==> src/rtl/instr_seq.sv <==
// MSP430 instruction sequencer: Moore FSM stepping each instruction through fetch,
// extension-word fetch, operand read, execute and write-back. Optional perf counters: MSP430_SEQ_PERF_EN.
module instr_seq (
    input  logic        clk,
    input  logic        rst_n,
    input  logic [15:0] MDB_out,
    input  logic        mem_ready,
    input  logic        cond_true,
    output logic [15:0] IR,
    output logic [15:0] EXT_SRC,
    output logic [15:0] EXT_DST,
    output logic [2:0]  MAB_sel,
    output logic [2:0]  MPC,
    output logic        SA_inc,
    output logic        exec,
    output logic        RW,
    output logic        MW,
    output logic        instr_done,
    output logic        illegal,
    output logic        busy,
    output logic [15:0] instr_count,
    output logic [15:0] stall_count
);

    typedef enum logic [2:0] {
        ST_RST   = 3'd0,
        ST_FETCH = 3'd1,
        ST_SEXT  = 3'd2,
        ST_DEXT  = 3'd3,
        ST_SRD   = 3'd4,
        ST_DRD   = 3'd5,
        ST_EXEC  = 3'd6,
        ST_WB    = 3'd7
    } state_t;

    typedef struct packed {
        logic jump;
        logic illegal;
        logic sext;
        logic dext;
        logic srd;
        logic drd;
        logic wb;
        logic rw;
        logic sa_inc;
        logic indirect;
    } dec_t;

    state_t      state_q, state_d;
    logic [15:0] ir_q, ir_d;
    logic [15:0] ext_src_q, ext_src_d;
    logic [15:0] ext_dst_q, ext_dst_d;
    dec_t        dec_s;
    logic        mem_state_s;

    function automatic dec_t decode(input logic [15:0] w);
        dec_t       d;
        logic [3:0] op;
        logic [3:0] src;
        logic [1:0] as_f;
        logic       ad;
        logic       fmt1;
        logic       fmt2;
        logic       cg;
        logic       imm;
        logic       single_wr;
        d         = '0;
        op        = w[15:12];
        as_f      = w[5:4];
        ad        = w[7];
        d.jump    = (w[15:13] == 3'b001);
        fmt2      = (op == 4'b0001);
        fmt1      = (op >= 4'b0100);
        d.illegal = !(d.jump || fmt1 || fmt2);
        src       = fmt2 ? w[3:0] : w[11:8];
        cg        = (src == 4'd3) || ((src == 4'd2) && as_f[1]);
        imm       = (as_f == 2'b11) && (src == 4'd0);
        // RRC/SWPB/RRA/SXT are the single-operand ops that write their operand back
        single_wr = fmt2 && (w[9] == 1'b0);
        if (fmt1 || fmt2) begin
            d.sext     = (as_f == 2'b01) || imm;
            d.srd      = (as_f != 2'b00) && !cg && !imm;
            d.sa_inc   = (as_f == 2'b11) && (src != 4'd0) && (src != 4'd2) && (src != 4'd3);
            d.indirect = as_f[1];
        end else begin
            d.sext     = 1'b0;
        end
        if (fmt1) begin
            d.dext = ad;
            d.drd  = ad && (op != 4'h4);
            d.wb   = ad && (op != 4'h9) && (op != 4'hB);
            d.rw   = !ad && (op != 4'h9) && (op != 4'hB);
        end else if (fmt2) begin
            d.wb   = single_wr && (as_f != 2'b00) && !cg;
            d.rw   = single_wr && (as_f == 2'b00);
        end else begin
            d.wb   = 1'b0;
        end
        return d;
    endfunction

    function automatic state_t first_from(input state_t start, input dec_t d);
        state_t s;
        if ((start <= ST_SEXT) && d.sext) begin
            s = ST_SEXT;
        end else if ((start <= ST_DEXT) && d.dext) begin
            s = ST_DEXT;
        end else if ((start <= ST_SRD) && d.srd) begin
            s = ST_SRD;
        end else if ((start <= ST_DRD) && d.drd) begin
            s = ST_DRD;
        end else begin
            s = ST_EXEC;
        end
        return s;
    endfunction

    // In FETCH the word is still on the bus; afterwards the latched IR drives decode
    assign dec_s = decode((state_q == ST_FETCH) ? MDB_out : ir_q);

    // State and instruction/extension registers
    always_ff @(posedge clk or negedge rst_n) begin
        if (!rst_n) begin
            state_q   <= ST_RST;
            ir_q      <= 16'h0000;
            ext_src_q <= 16'h0000;
            ext_dst_q <= 16'h0000;
        end else begin
            state_q   <= state_d;
            ir_q      <= ir_d;
            ext_src_q <= ext_src_d;
            ext_dst_q <= ext_dst_d;
        end
    end

    // Next-state and register-load logic
    always_comb begin
        state_d   = state_q;
        ir_d      = ir_q;
        ext_src_d = ext_src_q;
        ext_dst_d = ext_dst_q;
        case (state_q)
            ST_RST:   state_d = ST_FETCH;
            ST_FETCH: begin
                if (mem_ready) begin
                    ir_d    = MDB_out;
                    state_d = first_from(ST_SEXT, dec_s);
                end else begin
                    state_d = ST_FETCH;
                end
            end
            ST_SEXT: begin
                if (mem_ready) begin
                    ext_src_d = MDB_out;
                    state_d   = first_from(ST_DEXT, dec_s);
                end else begin
                    state_d   = ST_SEXT;
                end
            end
            ST_DEXT: begin
                if (mem_ready) begin
                    ext_dst_d = MDB_out;
                    state_d   = first_from(ST_SRD, dec_s);
                end else begin
                    state_d   = ST_DEXT;
                end
            end
            ST_SRD:   state_d = mem_ready ? first_from(ST_DRD, dec_s) : ST_SRD;
            ST_DRD:   state_d = mem_ready ? ST_EXEC : ST_DRD;
            ST_EXEC:  state_d = dec_s.wb ? ST_WB : ST_FETCH;
            ST_WB:    state_d = mem_ready ? ST_FETCH : ST_WB;
            default:  state_d = ST_RST;
        endcase
    end

    // Moore output decode; only mem_ready/cond_true qualify the single-cycle strobes
    always_comb begin
        MAB_sel    = 3'd0;
        MPC        = 3'd0;
        SA_inc     = 1'b0;
        exec       = 1'b0;
        RW         = 1'b0;
        MW         = 1'b0;
        instr_done = 1'b0;
        illegal    = 1'b0;
        case (state_q)
            ST_FETCH, ST_SEXT, ST_DEXT: MPC = mem_ready ? 3'd1 : 3'd0;
            ST_SRD: begin
                MAB_sel = dec_s.indirect ? 3'd1 : 3'd2;
                SA_inc  = dec_s.sa_inc && mem_ready;
            end
            ST_DRD:  MAB_sel = 3'd2;
            ST_EXEC: begin
                exec       = !dec_s.illegal;
                illegal    = dec_s.illegal;
                RW         = dec_s.rw;
                MPC        = (dec_s.jump && cond_true) ? 3'd3 : 3'd0;
                instr_done = !dec_s.wb;
            end
            ST_WB: begin
                MAB_sel    = 3'd2;
                MW         = 1'b1;
                instr_done = mem_ready;
            end
            default: MAB_sel = 3'd0;
        endcase
    end

    assign mem_state_s = (state_q != ST_RST) && (state_q != ST_EXEC);
    assign IR          = ir_q;
    assign EXT_SRC     = ext_src_q;
    assign EXT_DST     = ext_dst_q;
    assign busy        = (state_q != ST_RST);

`ifdef MSP430_SEQ_PERF_EN
    logic [15:0] instr_count_q;
    logic [15:0] stall_count_q;

    // Retire and memory-wait counters, wrapping naturally at 16 bits
    always_ff @(posedge clk or negedge rst_n) begin
        if (!rst_n) begin
            instr_count_q <= 16'h0000;
            stall_count_q <= 16'h0000;
        end else begin
            instr_count_q <= instr_done ? (instr_count_q + 16'd1) : instr_count_q;
            stall_count_q <= (mem_state_s && !mem_ready) ? (stall_count_q + 16'd1) : stall_count_q;
        end
    end

    assign instr_count = instr_count_q;
    assign stall_count = stall_count_q;
`else
    logic unused_perf_s;
    assign unused_perf_s = mem_state_s;
    assign instr_count   = 16'h0000;
    assign stall_count   = 16'h0000;
`endif

endmodule

==> config.mk <==
export PLATFORM = sky130hd
export DESIGN_NAME = instr_seq
export DESIGN_NICKNAME = d
export VERILOG_FILES = /design/src/rtl/instr_seq.sv
export SDC_FILE = /design/constraint.sdc
export NUM_CORES = 1
export LEC_CHECK = 0
export ABC_CLOCK_PERIOD_IN_PS = 2200
export CAP_MARGIN = 20
export CORE_UTILIZATION = 41
export CTS_CLUSTER_DIAMETER = 150
export DETAILED_ROUTE_END_ITERATION = 6
export PLACE_DENSITY = 0.78
export SETUP_SLACK_MARGIN = 0.5
export SLEW_MARGIN = 20
export SYNTH_ARGS = -nofsm -noshare
export SYNTH_HDL_FRONTEND = slang
export SYNTH_SLANG_ARGS = --single-unit
export TNS_END_PERCENT = 50
==> constraint.sdc <==
create_clock -name clk -period 2.2 [get_ports clk]
set_input_delay 0.44 -clock clk [delete_from_list [all_inputs] [get_ports clk]]
set_output_delay 0.44 -clock clk [all_outputs]
set_load 0.03 [all_outputs]
==> impl_summary.md <==
Floorplan
The floorplan has 31 rows. For this configuration, the core starts out at a cell density of 0.425. For this design the top-level I/O count stands at between 100 and 150. Measured along the y axis, the die boundary spans slightly below 90 µm. The width of the die is between 80 and 90 µm.

The floorplan step defined a die boundary enclosing about 0.008 mm². After floorplanning, the core was sized to cover around 0.0073 mm².

Synth
The xor/xnor cell area share of the yosys netlist is 0. In the synthesized netlist the async set-or-reset flop fraction comes to 1.00. Each instance of the synthesized netlist takes up on average around 11 µm².

The number of warnings issued by yosys is 0. By area, the combinational part of the netlist is dominated by multiplexers. Of the total synthesized cell area, the portion taken by full adders, half adders and majority gates is 0. The number of synthesized register bits is around 50. Of the total synthesized cell area, the portion taken by AND, OR, NAND and NOR gates is 0.138. For this run, the leading register cell type out of synthesis is dfrtp_1. The count of flip-flops with a built-in enable after synthesis is 0. The sequential area share after synthesis is 0.414. After synthesis, the share of cell area in mux cells is 0.222. The netlist uses 58 different library cells.

In the synthesized netlist, the number of instances is between 200 and 300. The mapped cell area is around 0.0031 mm². The fraction of the mapped netlist area in compound gates was 0.109.

Job
The number of maximum-capacitance constraint violations is 0.

Finish
The net count of the finished layout is around 480. From synthesis to final layout, the design area changed by 68.1%. The number of fill cells in the layout is ~540. The cell area after layout is around 0.0052 mm². The library cells used most frequently in the layout, excluding fill and tap cells, are buf_4, dfrtp_1, dlygate4sd2_1. 0 antenna diodes ended up in the layout. Summing all multi-input logic gate instances after layout gives between 0.0015 and 0.002 mm². In the final layout, the share of cells above drive strength 1 is 0.502. The leading cell type in the layout, fill and taps excluded is buf_4. The area taken by flip-flops and latches is ~0.0013 mm².

The non-filler instance count after layout is roughly 560.

Timing
The number of max-slew violations in the final report is 0. At the pin with the least slew margin, the transition time is approximately 560 ps. Setup repair after global routing could not meet its margin everywhere. The number of hold violations in the final report is 0. For this run, the top clock speed supported by timing is around 350 MHz. For the final database, setup skew stands at 5.20 ps. The final worst slack is -668 ps.

The relative slew slack is 0.622. Setup violations remaining at the end of the flow were counted as 12. The hold slack is between 100 and 150 ps. The minimum clock period is 2870 ps.

Of the available clock period, the critical path in the final layout requires 1.30.

Clock tree
The count of hold-fix buffers inserted at cts is 0. The clock sink count is between 50 and 60. The H-tree was split into 2 levels. The clock root buffer master is clkbuf_8.

Counting the buffers created by CTS gives 5. The clock passes through at most 2 buffers. Clock-pin slew was measured on the worst setup and hold paths at about 90 ps.

At the later pin of the worst-skew pair, clock insertion delay measures 300 ps. The clock tree from TritonCTS is yes.

Place
The placed instances occupy a cell area of approximately 0.0044 mm². The final RePlAce weighted congestion is between 0.9 and 1. The number of placed cells counting well taps is between 500 and 600. Once detailed placement completed, the half-perimeter wirelength came to roughly 6300 µm.

In this run the tool buffered the top-level ports with 78 buffer cells.

Global routing
The aggregate global routing overflow is 0. The total global routing track utilization is 0.236. The pin count of the biggest net entering global routing is 52.

The global-route wire length before repair is 14000 µm. The via count of the first global-routing pass was approximately 2700. The initial antenna violation count came to 0.

Worst setup path
Of all nets on the critical path, the largest fanout is 3. The critical path's top delay family is compound AO/OA/AOI/OAI gates. By startpoint and endpoint, the worst setup path is classified as flop to output port.

The delay of the slowest cell on the worst path is around 430 ps. The worst endpoint data arrival time is 2430 ps. The nature of the critical path startpoint is a flop. In this run the register-to-register setup slack is -430 ps. The worst setup path is captured at an output port. The critical-path cell with the highest stage delay is dfrtp_2. The endpoint identified for the worst register-to-register timing path is state_q[0]$_DFF_PN0_. Counting both buffers and inverters, the worst setup path holds a total of 2.

Data on the critical path is required at its endpoint by roughly 1800 ps. The number of cells on the worst reg-to-reg path is 12. The signal on the critical path passes through nor4b_4, mux2i_1, buf_4, o21ai_2, a211oi_2, a41oi_2, o2111a_2, buf_6. The start of the worst register-to-register path is state_q[1]$_DFF_PN0_.

Detailed routing
The first routing iteration left 173 violations. In the final routed layout, each cell accounts on average for between 15 and 20 µm. The final wirelength is slightly below 10000 µm. The total via count after detailed routing is around 2900. The detailed-routing iteration count for the pre-antenna-repair pass is 5. The count of unresolved DRC violations after routing is 0. After detailed routing, the number of vias per cell comes to 5.18. The number of nets with antenna violations after routing is 0.

Power and ir drop
In this run the power density over the cells is around 1600 mW/mm². Across the VDD grid, the largest voltage drop is just under 0.8 mV. The analysis attributes to cell leakage a power of 2.45 nW.

Worst hold path
The class of the tightest hold or removal check is input port to asynchronous set/reset pin.

Outcome
The run finished, with violations left. The checks that failed: negative setup slack.
[state kept, by name (all words and copies together) (netlist names)]
| name | cells |
|---|---|
| state_q | 3 |
| IR | 16 |
| EXT_DST | 16 |
| EXT_SRC | 16 |
[worst reg2reg max path, cell delays in order, from the launching register on]
cell and delay [ps]:
dfrtp_1 400, buf_6 120, buf_8 120, nor3b_4 200
buf_6 150, buf_6 120, buf_8 120, buf_6 90
mux2_4 280, mux2_4 270, o211ai_1 250, a21boi_1 160
o41ai_2 230
[Yosys cell counts, types with 3 or more instances]
master,instances,area share
or3_1,4,0.0081
a21oi_1,4,0.0065
nand2_1,15,0.018
nor3b_1,5,0.012
o21ai_0,9,0.015
buf_6,3,0.011
buf_4,34,0.083
nor3_1,9,0.015
nand3b_1,3,0.0073
mux2i_1,7,0.023
nor2_1,13,0.016
mux2_2,49,0.18
dfrtp_1,51,0.41
a31oi_1,6,0.012
clkbuf_1,6,0.0073
nand3_1,4,0.0065
buf_2,3,0.0049
inv_1,7,0.0085
[worst max-delay path by stage]
stage | from | to | depth (start not counted)
final | IR[14]$_DFFE_PN0P_ | SA_inc | 8
after global routing | IR[14]$_DFFE_PN0P_ | SA_inc | 8
after CTS | state_q[1]$_DFF_PN0_ | SA_inc | 8
after detailed placement | MDB_out[15] | instr_done | 8
after global placement | MDB_out[15] | instr_done | 8
after floorplan | state_q[1]$_DFF_PN0_ | SA_inc | 7
[where the power goes]
part,internal (W),switching [W]
sequential,0.00141,0.000282
clock,0.000228,0.000321
combinational,0.00283,0.00305
[area by class of cell]
type	count	area share
clock buffers	5	0.0133
clock inverters	3	0.00458
inverters	7	0.00507
multi-input cells	209	0.374
flip-flops and latches	51	0.247
well taps	99	0.0239
repair buffers	185	0.333
[per-layer routing]
metal,vias up,wire (µm),part of all wire,global-route usage
met3,30,559,0.057,0.0392
li1,1316,-,-,-
met4,0,283,0.029,0.0630
met1,1406,4040,0.42,0.314
met2,143,4840,0.50,0.399
met5,-,0,0,0
[repair_timing]
item	CTS	global route
cloned	2	1
setup endpoints to repair	110	66
pin swaps	20	26
gates resized for setup	145	63
buffers inserted	14	22
[through the flow]
stage	power (W)	TNS [ps]	setup slack [ps]	util
finish	0.00812	-4810	-668	0.715
global route	0.00852	-5560	-769	0.715
CTS	0.00737	-4460	-670	0.662
detailed placement	0.00660	-7940	-1050	0.610
global placement	0.00652	-7990	-1010	0.610
floorplan	0.00458	-675	-283	-
[kinds of logic after synthesis]
family | after synthesis
muxes | 60
and+or+nand+nor | 70
AOI/OAI and AO/OA | 45
buffers and inverters | 54
other | 1
DFF | 51
Power figures use the tool's default switching activity.
